[src/rtl/memory_arbiter_pkg.sv]
// Shared types for the memory-side arbiter: CPU/RAM types and arbiter FSM types.
package cpu_types_pkg;
  typedef logic [31:0] word_t;
  typedef enum logic [1:0] {FREE, BUSY, ACCESS, ERROR} ramstate_t;
endpackage

package aww_types_pkg;
  typedef enum logic {IDLE, SERVE} arb_state_t;
  typedef enum logic [1:0] {IFETCH, DREAD, DWRITE} req_kind_t;
endpackage

[src/rtl/rr_picker.sv]
// Round-robin first-set-bit search: first req bit at or after ptr+1, mod N.
module rr_picker #(
  parameter int N = 2,
  parameter int W = 1
) (
  input  logic [N-1:0] req,
  input  logic [W-1:0] ptr,
  output logic         any,
  output logic [W-1:0] idx
);
  assign any = |req;

  // Scan from farthest to nearest so the nearest set bit after ptr wins.
  always_comb begin
    logic [W-1:0] j;
    j   = '0;
    idx = '0;
    for (int i = N; i >= 1; i--) begin
      j = W'((int'(ptr) + i) % N);
      if (req[j]) idx = j;
    end
  end
endmodule

[src/rtl/memory_arbiter.sv]
// Memory-side arbiter: grants one icache/dcache request at a time onto the RAM,
// data before instruction, round-robin within a class.
module memory_arbiter
  import cpu_types_pkg::*;
  import aww_types_pkg::*;
#(
  parameter int NCPUS = 2
) (
  input  logic                   CLK,
  input  logic                   nRST,
  input  logic [NCPUS-1:0]       iREN,
  input  logic [NCPUS-1:0][31:0] iaddr,
  input  logic [NCPUS-1:0]       dREN,
  input  logic [NCPUS-1:0]       dWEN,
  input  logic [NCPUS-1:0][31:0] daddr,
  input  logic [NCPUS-1:0][31:0] dstore,
  output logic [NCPUS-1:0]       iwait,
  output logic [NCPUS-1:0]       dwait,
  output logic [NCPUS-1:0][31:0] iload,
  output logic [NCPUS-1:0][31:0] dload,
  output logic                   ramREN,
  output logic                   ramWEN,
  output logic [31:0]            ramaddr,
  output logic [31:0]            ramstore,
  input  logic [31:0]            ramload,
  input  ramstate_t              ramstate
);
  localparam int CW = (NCPUS > 1) ? $clog2(NCPUS) : 1;
  typedef logic [CW-1:0] cpuid_t;

  arb_state_t state, state_n;
  req_kind_t  gkind, gkind_n;
  cpuid_t     gcpu, gcpu_n, rr_ptr, rr_n;
  cpuid_t     dpick, ipick;
  logic       dany, iany, live;
  logic [NCPUS-1:0] dreq;

  assign dreq  = dREN | dWEN;
  assign iload = {NCPUS{ramload}};
  assign dload = {NCPUS{ramload}};

  rr_picker #(.N(NCPUS), .W(CW)) u_dpick (.req(dreq), .ptr(rr_ptr), .any(dany), .idx(dpick));
  rr_picker #(.N(NCPUS), .W(CW)) u_ipick (.req(iREN), .ptr(rr_ptr), .any(iany), .idx(ipick));

  // State, latched grant and round-robin pointer.
  always_ff @(posedge CLK or negedge nRST) begin
    if (!nRST) begin
      state  <= IDLE;
      gcpu   <= '0;
      gkind  <= IFETCH;
      rr_ptr <= cpuid_t'(NCPUS - 1);
    end else begin
      state  <= state_n;
      gcpu   <= gcpu_n;
      gkind  <= gkind_n;
      rr_ptr <= rr_n;
    end
  end

  // Grant in IDLE; in SERVE drive RAM from the granted CPU's live request.
  always_comb begin
    state_n  = state;
    gcpu_n   = gcpu;
    gkind_n  = gkind;
    rr_n     = rr_ptr;
    iwait    = '1;
    dwait    = '1;
    ramREN   = 1'b0;
    ramWEN   = 1'b0;
    ramaddr  = '0;
    ramstore = '0;
    live     = 1'b0;
    case (state)
      IDLE: begin
        if (dany) begin
          gcpu_n  = dpick;
          gkind_n = dWEN[dpick] ? DWRITE : DREAD;
          state_n = SERVE;
        end else if (iany) begin
          gcpu_n  = ipick;
          gkind_n = IFETCH;
          state_n = SERVE;
        end
      end
      SERVE: begin
        case (gkind)
          IFETCH:  live = iREN[gcpu];
          DREAD:   live = dREN[gcpu];
          default: live = dWEN[gcpu];
        endcase
        if (!live) begin
          // Requester withdrew: abandon without completing or moving rr_ptr.
          state_n = IDLE;
        end else begin
          ramREN   = (gkind != DWRITE);
          ramWEN   = (gkind == DWRITE);
          ramaddr  = (gkind == IFETCH) ? iaddr[gcpu] : daddr[gcpu];
          ramstore = (gkind == DWRITE) ? dstore[gcpu] : '0;
          if (ramstate == ACCESS) begin
            if (gkind == IFETCH) iwait[gcpu] = 1'b0;
            else                 dwait[gcpu] = 1'b0;
            rr_n    = gcpu;
            state_n = IDLE;
          end
        end
      end
      default: state_n = IDLE;
    endcase
  end
endmodule

[config.mk]
export PLATFORM = sky130hd
export DESIGN_NAME = memory_arbiter
export DESIGN_NICKNAME = d
export VERILOG_FILES = /design/src/rtl/memory_arbiter_pkg.sv /design/src/rtl/rr_picker.sv /design/src/rtl/memory_arbiter.sv
export SDC_FILE = /design/constraint.sdc
export NUM_CORES = 1
export LEC_CHECK = 0
export ABC_AREA = 1
export CORE_AREA = 2 2 169 171
export CTS_BUF_LIST = sky130_fd_sc_hd__clkbuf_2
export CTS_CLUSTER_SIZE = 24
export DETAILED_ROUTE_END_ITERATION = 10
export DIE_AREA = 0 0 171 173
export DONT_BUFFER_PORTS = 1
export GPL_TIMING_DRIVEN = 0
export HOLD_SLACK_MARGIN = 0.03
export PLACE_DENSITY = 0.3
export SLEW_MARGIN = 40
export SYNTH_ARGS = -nofsm -noshare
export SYNTH_HDL_FRONTEND = slang
export SYNTH_SLANG_ARGS = --single-unit
[constraint.sdc]
create_clock -name CLK -period 1.65 [get_ports CLK]
set_input_delay 0.2475 -clock CLK [delete_from_list [all_inputs] [get_ports CLK]]
set_output_delay 0.2475 -clock CLK [all_outputs]
set_load 0.03 [all_outputs]
==> reports/qor.csv, run 1 <==
stage,metric,value,unit
sta,fin_tns_setup,-25.61,ns
route,firstDrtPassIters,4,
setup_path,startpoint,gcpu,
setup_path,cp-endpoint,ramaddr[19],
clock_network,clk_pin_slew,0.06,ns
global_routing,grt_pass1_vias,3340,
global_routing,grt_pass1_wl,22300,um
setup_path,critical_path_depth,9,
sta,post-route-period-util,1.27,
route,vias,3445,
sta,setup_viol,70,
global_routing,grt_remaining_overflow,0,
layout,drive_gt1_frac,0.688,
sta,rsz0062_at_grt,true,
hold_path,hold_path_class,input port to register,
yosys,syn_nets,745,
power_and_ir_drop,power_density,2100,nW/um2
route,antenna_left,0,
setup_path,crit_buf_inv,5,
clock_network,cts_buffer_depth,2,
yosys,ys_seq_area_frac,0.0422,
sta,hold_viol_final,0,
setup_path,cp_max_fo,9,
setup_path,cp.required,1.40,ns
layout,antennaDiodeCount,0,
status,status,"complete, but fails checks",
layout,area_growth_syn_to_layout,80.4,%
sta,worst_pin_slew,0.522,ns
layout,utilization,0.196,
yosys,synth_cell_types,20,
setup_path,regToRegSetupSlack,0.22,ns
place,dpl_cell_area,3850,um2
global_routing,grt.total_usage,0.105,
setup_path,crit_family,buffers and inverters,
yosys,synth_area_leader_cell,buf_4,
floorplanning,start_util,0.108,
setup_path,reg2regPathDepth,10,
sta,fin_crit,2.09,ns
global_routing,grt_max_degree,11,
setup_path,path_cells,buf_12 > buf_6 > nor2_4 > buf_12 > buf_12 > nand2_2 > nand3_2 > inv_2 > a21oi_4,
floorplanning,core,27600,um2
place,dp_hpwl,14300,um
place,routabilityCongestion,0.745,
layout,mostFrequentLayoutCells,"buf_4 (150), nand2_1 (106), nor3_4 (32), inv_2 (32), mux2i_1 (31)",
setup_path,crit_path_end_kind,primary output,
sta,clock_skew,0.000854,ns
floorplanning,die_w,171,um
setup_path,worst_path_max_delay_cell,dfrtp_2,
clock_network,tritoncts,built,
layout,final_common_cell,buf_4,
yosys,avgSynthCellArea,5.86,um2
status,violations,negative setup slack,
place,portBuffers,0,
power_and_ir_drop,ir_drop,0.000966,V
layout,nets,792,
job,maxCapViolations,0,
floorplanning,die_area,29600,um2
yosys,syn_area,3000,um2
clock_network,htreeDepth,1,
yosys,synth_area_leaders,"buf_4 (32%), nand2_1 (19%), mux2i_1 (11%)",
setup_path,crit_path_start_kind,register,
floorplanning,die_h,173,um
global_routing,antenna_found_initial,0,
sta,fin_ws,-0.443,ns
power_and_ir_drop,leakage,2.50,nW
clock_network,numCtsBuffers,3,
yosys,synth_warnings,0,
route,viasPerCell,3.68,
yosys,synthDominantCellAreaShare,0.323,
clock_network,clk_latency,0.22,ns
setup_path,worstReg2RegStart,gcpu,
setup_path,worstReg2RegEnd,rr_ptr,
setup_path,path_class,register to primary output,
setup_path,cp_common_cell,buf_12,
floorplanning,rows,61,
sta,fmax,478,MHz
floorplanning,io_pins,432,
sta,holdWs,0.300,ns
route,drc_errors,0,
setup_path,arrival,1.85,ns
sta,drv_slew,0,
route,routedWlPerCell,19.3,um
yosys,synthCells,511,
yosys,ys_seq_elements,5,
layout,design_area,5410,um2
route,finalWirelength,18100,um
clock_network,cts_sinks,5,
clock_network,cts-root-buf,clkbuf_2,
setup_path,critPathMaxStageDelay,0.45,ns
sta,maxSlewHeadroom,0.651,
route,first_iter_violations,63,
## layer usage
metal / up-vias / routed length [um] / GRT usage / part of all wire
met4: 0 / 265 / 0.0102 / 0.015
met1: 1578 / 5790 / 0.0943 / 0.32
met3: 13 / 1530 / 0.0238 / 0.085
met2: 264 / 10500 / 0.234 / 0.58
met5: - / 0 / 0 / 0
li1: 1590 / - / - / -
## kinds of logic (layout without fill, tap and decap cells)
kind of cell           after synthesis  in the layout  share of synthesized area
buffers and inverters              198            244                      0.426
muxes                               32             32                      0.107
and+or+nand+nor                    245            245                      0.348
DFF                                  5              5                     0.0422
AOI/OAI and AO/OA                   31             31                     0.0768
## sequential cells by signal (all words and copies together), names as in the netlist
signal and flops:
gcpu 1, gkind 2, rr_ptr 1, state 1
## Yosys cell counts
| library cell | number |
|---|---|
| dfrtp_1 | 4 |
| nand2_1 | 152 |
| inv_2 | 3 |
| clkbuf_1 | 5 |
| dfstp_2 | 1 |
| nor2_2 | 5 |
| o21ai_0 | 7 |
| a21oi_2 | 20 |
| buf_6 | 4 |
| mux2i_1 | 32 |
| inv_1 | 41 |
| nand2_2 | 1 |
| buf_4 | 129 |
| nand3_1 | 27 |
| nand4_1 | 11 |
| a21oi_1 | 4 |
| nor2_1 | 16 |
| buf_2 | 16 |
| nand3_2 | 1 |
| nor3_1 | 32 |
## cell type report
class                           instances  area (um2)
Buffer                                154        1400
Clock buffer                            4        20.0
Fill cell                            3145       22200
Inverter                               44         174
Multi-Input combinational cell        308        2610
Sequential cell                         5         130
Tap cell                              378         473
Timing Repair Buffer                   42         593
## worst min-delay path by stage
stage	depth (start not counted)	slack, ns	endpoint	from
CTS	3	0.28	rr_ptr	ramstate[0]
global placement	0	-0.05	state	nRST
detailed placement	0	-0.05	state	nRST
finish	3	0.30	rr_ptr	ramstate[0]
global route	1	0.31	state	nRST
floorplan	0	-0.05	gcpu	nRST
## where the power goes
group	leakage [nW]	switching, mW	internal (mW)
registers	0.0548	0.114	0.199
logic	2.42	6.65	4.25
clock network	0.0166	0.0556	0.0642
## tightest hold or removal path, delay by kind of cell
family,cells,cell delay [ns]
and+or+nand+nor,3,0.28
## stage by stage
step	std cells	power, mW	worst slack (ns)
after global routing	935	12.0	-0.530
after detailed placement	889	7.27	-0.866
final	935	11.3	-0.443
after CTS	925	10.7	-0.487
after global placement	889	7.32	-0.869
after floorplan	511	5.67	-0.0810
## timing repair
item	in CTS	in global routing
pin swaps	55	46
resized for setup	195	71
endpoints found under the hold margin	5	0
hold buffers	1	0
endpoints found under the setup margin	71	70
setup buffers	24	5
cloned	7	5
Power figures use the tool's default switching activity.
==> run 2, diff against run 1 <==
--- a/config.mk
+++ b/config.mk
@@ -6,15 +6,15 @@
 export NUM_CORES = 1
 export LEC_CHECK = 0
 export ABC_AREA = 1
-export CORE_AREA = 2 2 169 171
+export CORE_AREA = 5 5 163 165
 export CTS_BUF_LIST = sky130_fd_sc_hd__clkbuf_2
 export CTS_CLUSTER_SIZE = 24
 export DETAILED_ROUTE_END_ITERATION = 10
-export DIE_AREA = 0 0 171 173
+export DIE_AREA = 0 0 168 170
 export DONT_BUFFER_PORTS = 1
 export GPL_TIMING_DRIVEN = 0
 export HOLD_SLACK_MARGIN = 0.03
-export PLACE_DENSITY = 0.3
+export REMOVE_ABC_BUFFERS = 1
 export SLEW_MARGIN = 40
 export SYNTH_ARGS = -nofsm -noshare
 export SYNTH_HDL_FRONTEND = slang
==> reports/qor.csv, run 2 (synthesis gave the netlist of run 1 again) <==
stage,metric,value,unit
global_routing,grt_pass1_wl,25400,um
setup_path,crit_path_start_kind,register,
setup_path,worst_path_max_delay_cell,dfrtp_4,
sta,hold_viol_final,0,
sta,fin_ws,-0.551,ns
hold_path,holdPathStages,3,
floorplanning,die_h,170,um
sta,rsz0062_at_grt,true,
layout,n_fill_cell,2742,
clock_network,cts_buffer_depth,2,
setup_path,reg2regPathDepth,10,
setup_path,critPathMaxStageDelay,0.53,ns
power_and_ir_drop,power_density,2540,nW/um2
floorplanning,io_pins,432,
floorplanning,die_w,168,um
sta,drv_slew,0,
clock_network,htreeDepth,1,
setup_path,critical_path_depth,9,
global_routing,grt_pass1_vias,3403,
route,viasPerCell,4.29,
place,dp_hpwl,13000,um
global_routing,antenna_found_initial,0,
route,drc_errors,0,
floorplanning,rows,58,
setup_path,arrival,1.95,ns
floorplanning,die_area,28600,um2
layout,mostFrequentLayoutCells,"nand2_1 (117), nor3_4 (32), mux2i_1 (29), a21oi_4 (24), inv_2 (23)",
floorplanning,core,24900,um2
clock_network,cts_sinks,5,
place,routabilityCongestion,0.748,
sta,fin_crit,2.20,ns
clock_network,numCtsBuffers,3,
layout,nets,655,
sta,maxSlewHeadroom,0.564,
clock_network,cts-root-buf,clkbuf_2,
sta,fmax,454,MHz
power_and_ir_drop,leakage,1.77,nW
setup_path,path_cells,clkinv_4 > nand2_1 > nand2_1 > nand2_2 > nand3_4 > nand2_8 > buf_16 > buf_8 > nor3_4,
sta,post-route-period-util,1.33,
route,first_iter_violations,184,
layout,antennaDiodeCount,0,
layout,design_area,4250,um2
sta,clock_skew,0.00264,ns
route,antenna_left,0,
global_routing,grt_max_degree,34,
layout,area_growth_syn_to_layout,41.8,%
setup_path,cp.required,1.40,ns
sta,worst_pin_slew,0.654,ns
clock_network,clk_latency,0.21,ns
power_and_ir_drop,ir_drop,0.000901,V
setup_path,cp_common_cell,nand2_1,
layout,regMostFlops,gkind,
sta,setup_viol,71,
route,firstDrtPassIters,4,
place,portBuffers,0,
layout,largest_reg_flops,2,
global_routing,grt.total_usage,0.124,
setup_path,crit_buf_inv,3,
route,vias,3214,
place,dp_slack,-0.810,ns
route,routedWlPerCell,26.3,um
clock_network,clk_pin_slew,0.06,ns
clock_network,tritoncts,built,
floorplanning,start_util,0.120,
hold_path,hold_path_class,input port to register,
layout,drive_gt1_frac,0.521,
layout,final_common_cell,nand2_1,
setup_path,path_class,register to primary output,
setup_path,crit_family,simple AND/OR/NAND/NOR gates,
setup_path,crit_path_end_kind,primary output,
setup_path,cp_max_fo,6,
status,violations,negative setup slack,
place,dpl_cell_area,2610,um2
route,finalWirelength,19700,um
global_routing,grt_remaining_overflow,0,
status,status,"complete, but fails checks",
job,maxCapViolations,0,
-- run 2: cell types whose count changed in the layout (fill, tap and decap cells not counted), moves of 3 or more --
cell,previous run,this run
buf_4,150,12
nand2_1,106,117
nand3_2,23,12
inv_1,9,18
inv_2,32,23
nand2_2,28,19
nand3_1,3,12
clkbuf_16,8,2
buf_6,12,16
buf_16,8,11
-- run 2: area by class of cell --
| cell class | count | area, um2 | area share |
|---|---|---|---|
| well taps | 330 | 413 | 0.0971 |
| inverters | 44 | 178 | 0.0418 |
| flip-flops and latches | 5 | 133 | 0.0312 |
| clock buffers | 4 | 20.0 | 0.00471 |
| multi-input cells | 309 | 2570 | 0.604 |
| repair buffers | 58 | 938 | 0.221 |
-- run 2: metal layers --
layer / GRT usage / wire (um) / vias up / part of all wire
met5: 0.0234 / 90 / - / 0.0046
met4: 0.0198 / 336 / 4 / 0.017
met3: 0.0715 / 2820 / 26 / 0.14
met2: 0.196 / 8820 / 348 / 0.45
met1: 0.147 / 7640 / 1524 / 0.39
li1: - / - / 1312 / -
-- run 2: per-stage QoR --
step / hold WS (ns) / total power [mW] / TNS (ns) / cells / util
floorplan: -0.0481 / 3.93 / -122.02 / 357 / -
global placement: -0.0479 / 4.90 / -186.97 / 687 / 0.0923
detailed placement: -0.0479 / 5.59 / -45.20 / 693 / 0.105
CTS: 0.233 / 10.5 / -33.65 / 749 / 0.166
global route: 0.258 / 11.4 / -41.14 / 750 / 0.171
finish: 0.250 / 10.8 / -35.21 / 750 / 0.171
-- run 2: worst reg2reg max path: cells and delay by family (launching register included) --
| family | cells | cell delay (ns) |
|---|---|---|
| buffers and inverters | 4 | 0.61 |
| AO/OA/AOI/OAI | 1 | 0.07 |
| AND/OR/NAND/NOR | 5 | 0.60 |
| flip-flops | 1 | 0.53 |
-- run 2: path summary, 6_finish.rpt --
path	startpoint	end	slack (ns)
hold reg to reg	rr_ptr	rr_ptr	0.48
setup / recovery	gcpu	ramstore[29]	-0.55
min in group asynchronous	nRST	gcpu	0.33
setup reg to reg	gcpu	state	-0.28
hold / removal	ramstate[0]	rr_ptr	0.25
max in group asynchronous	nRST	rr_ptr	1.05
-- run 2: what timing repair did --
item	CTS	global route
pin swaps	36	25
hold endpoints to repair	5	0
cloned	11	2
buffers inserted	42	2
setup endpoints to repair	71	71
gates resized for setup	193	38
hold buffers	1	0
-- run 2: report_power, final --
| part | switching, mW | total (mW) | internal [mW] |
|---|---|---|---|
| logic | 6.29 | 10.3 | 4.02 |
| registers | 0.158 | 0.362 | 0.204 |
| clock network | 0.0503 | 0.115 | 0.0642 |
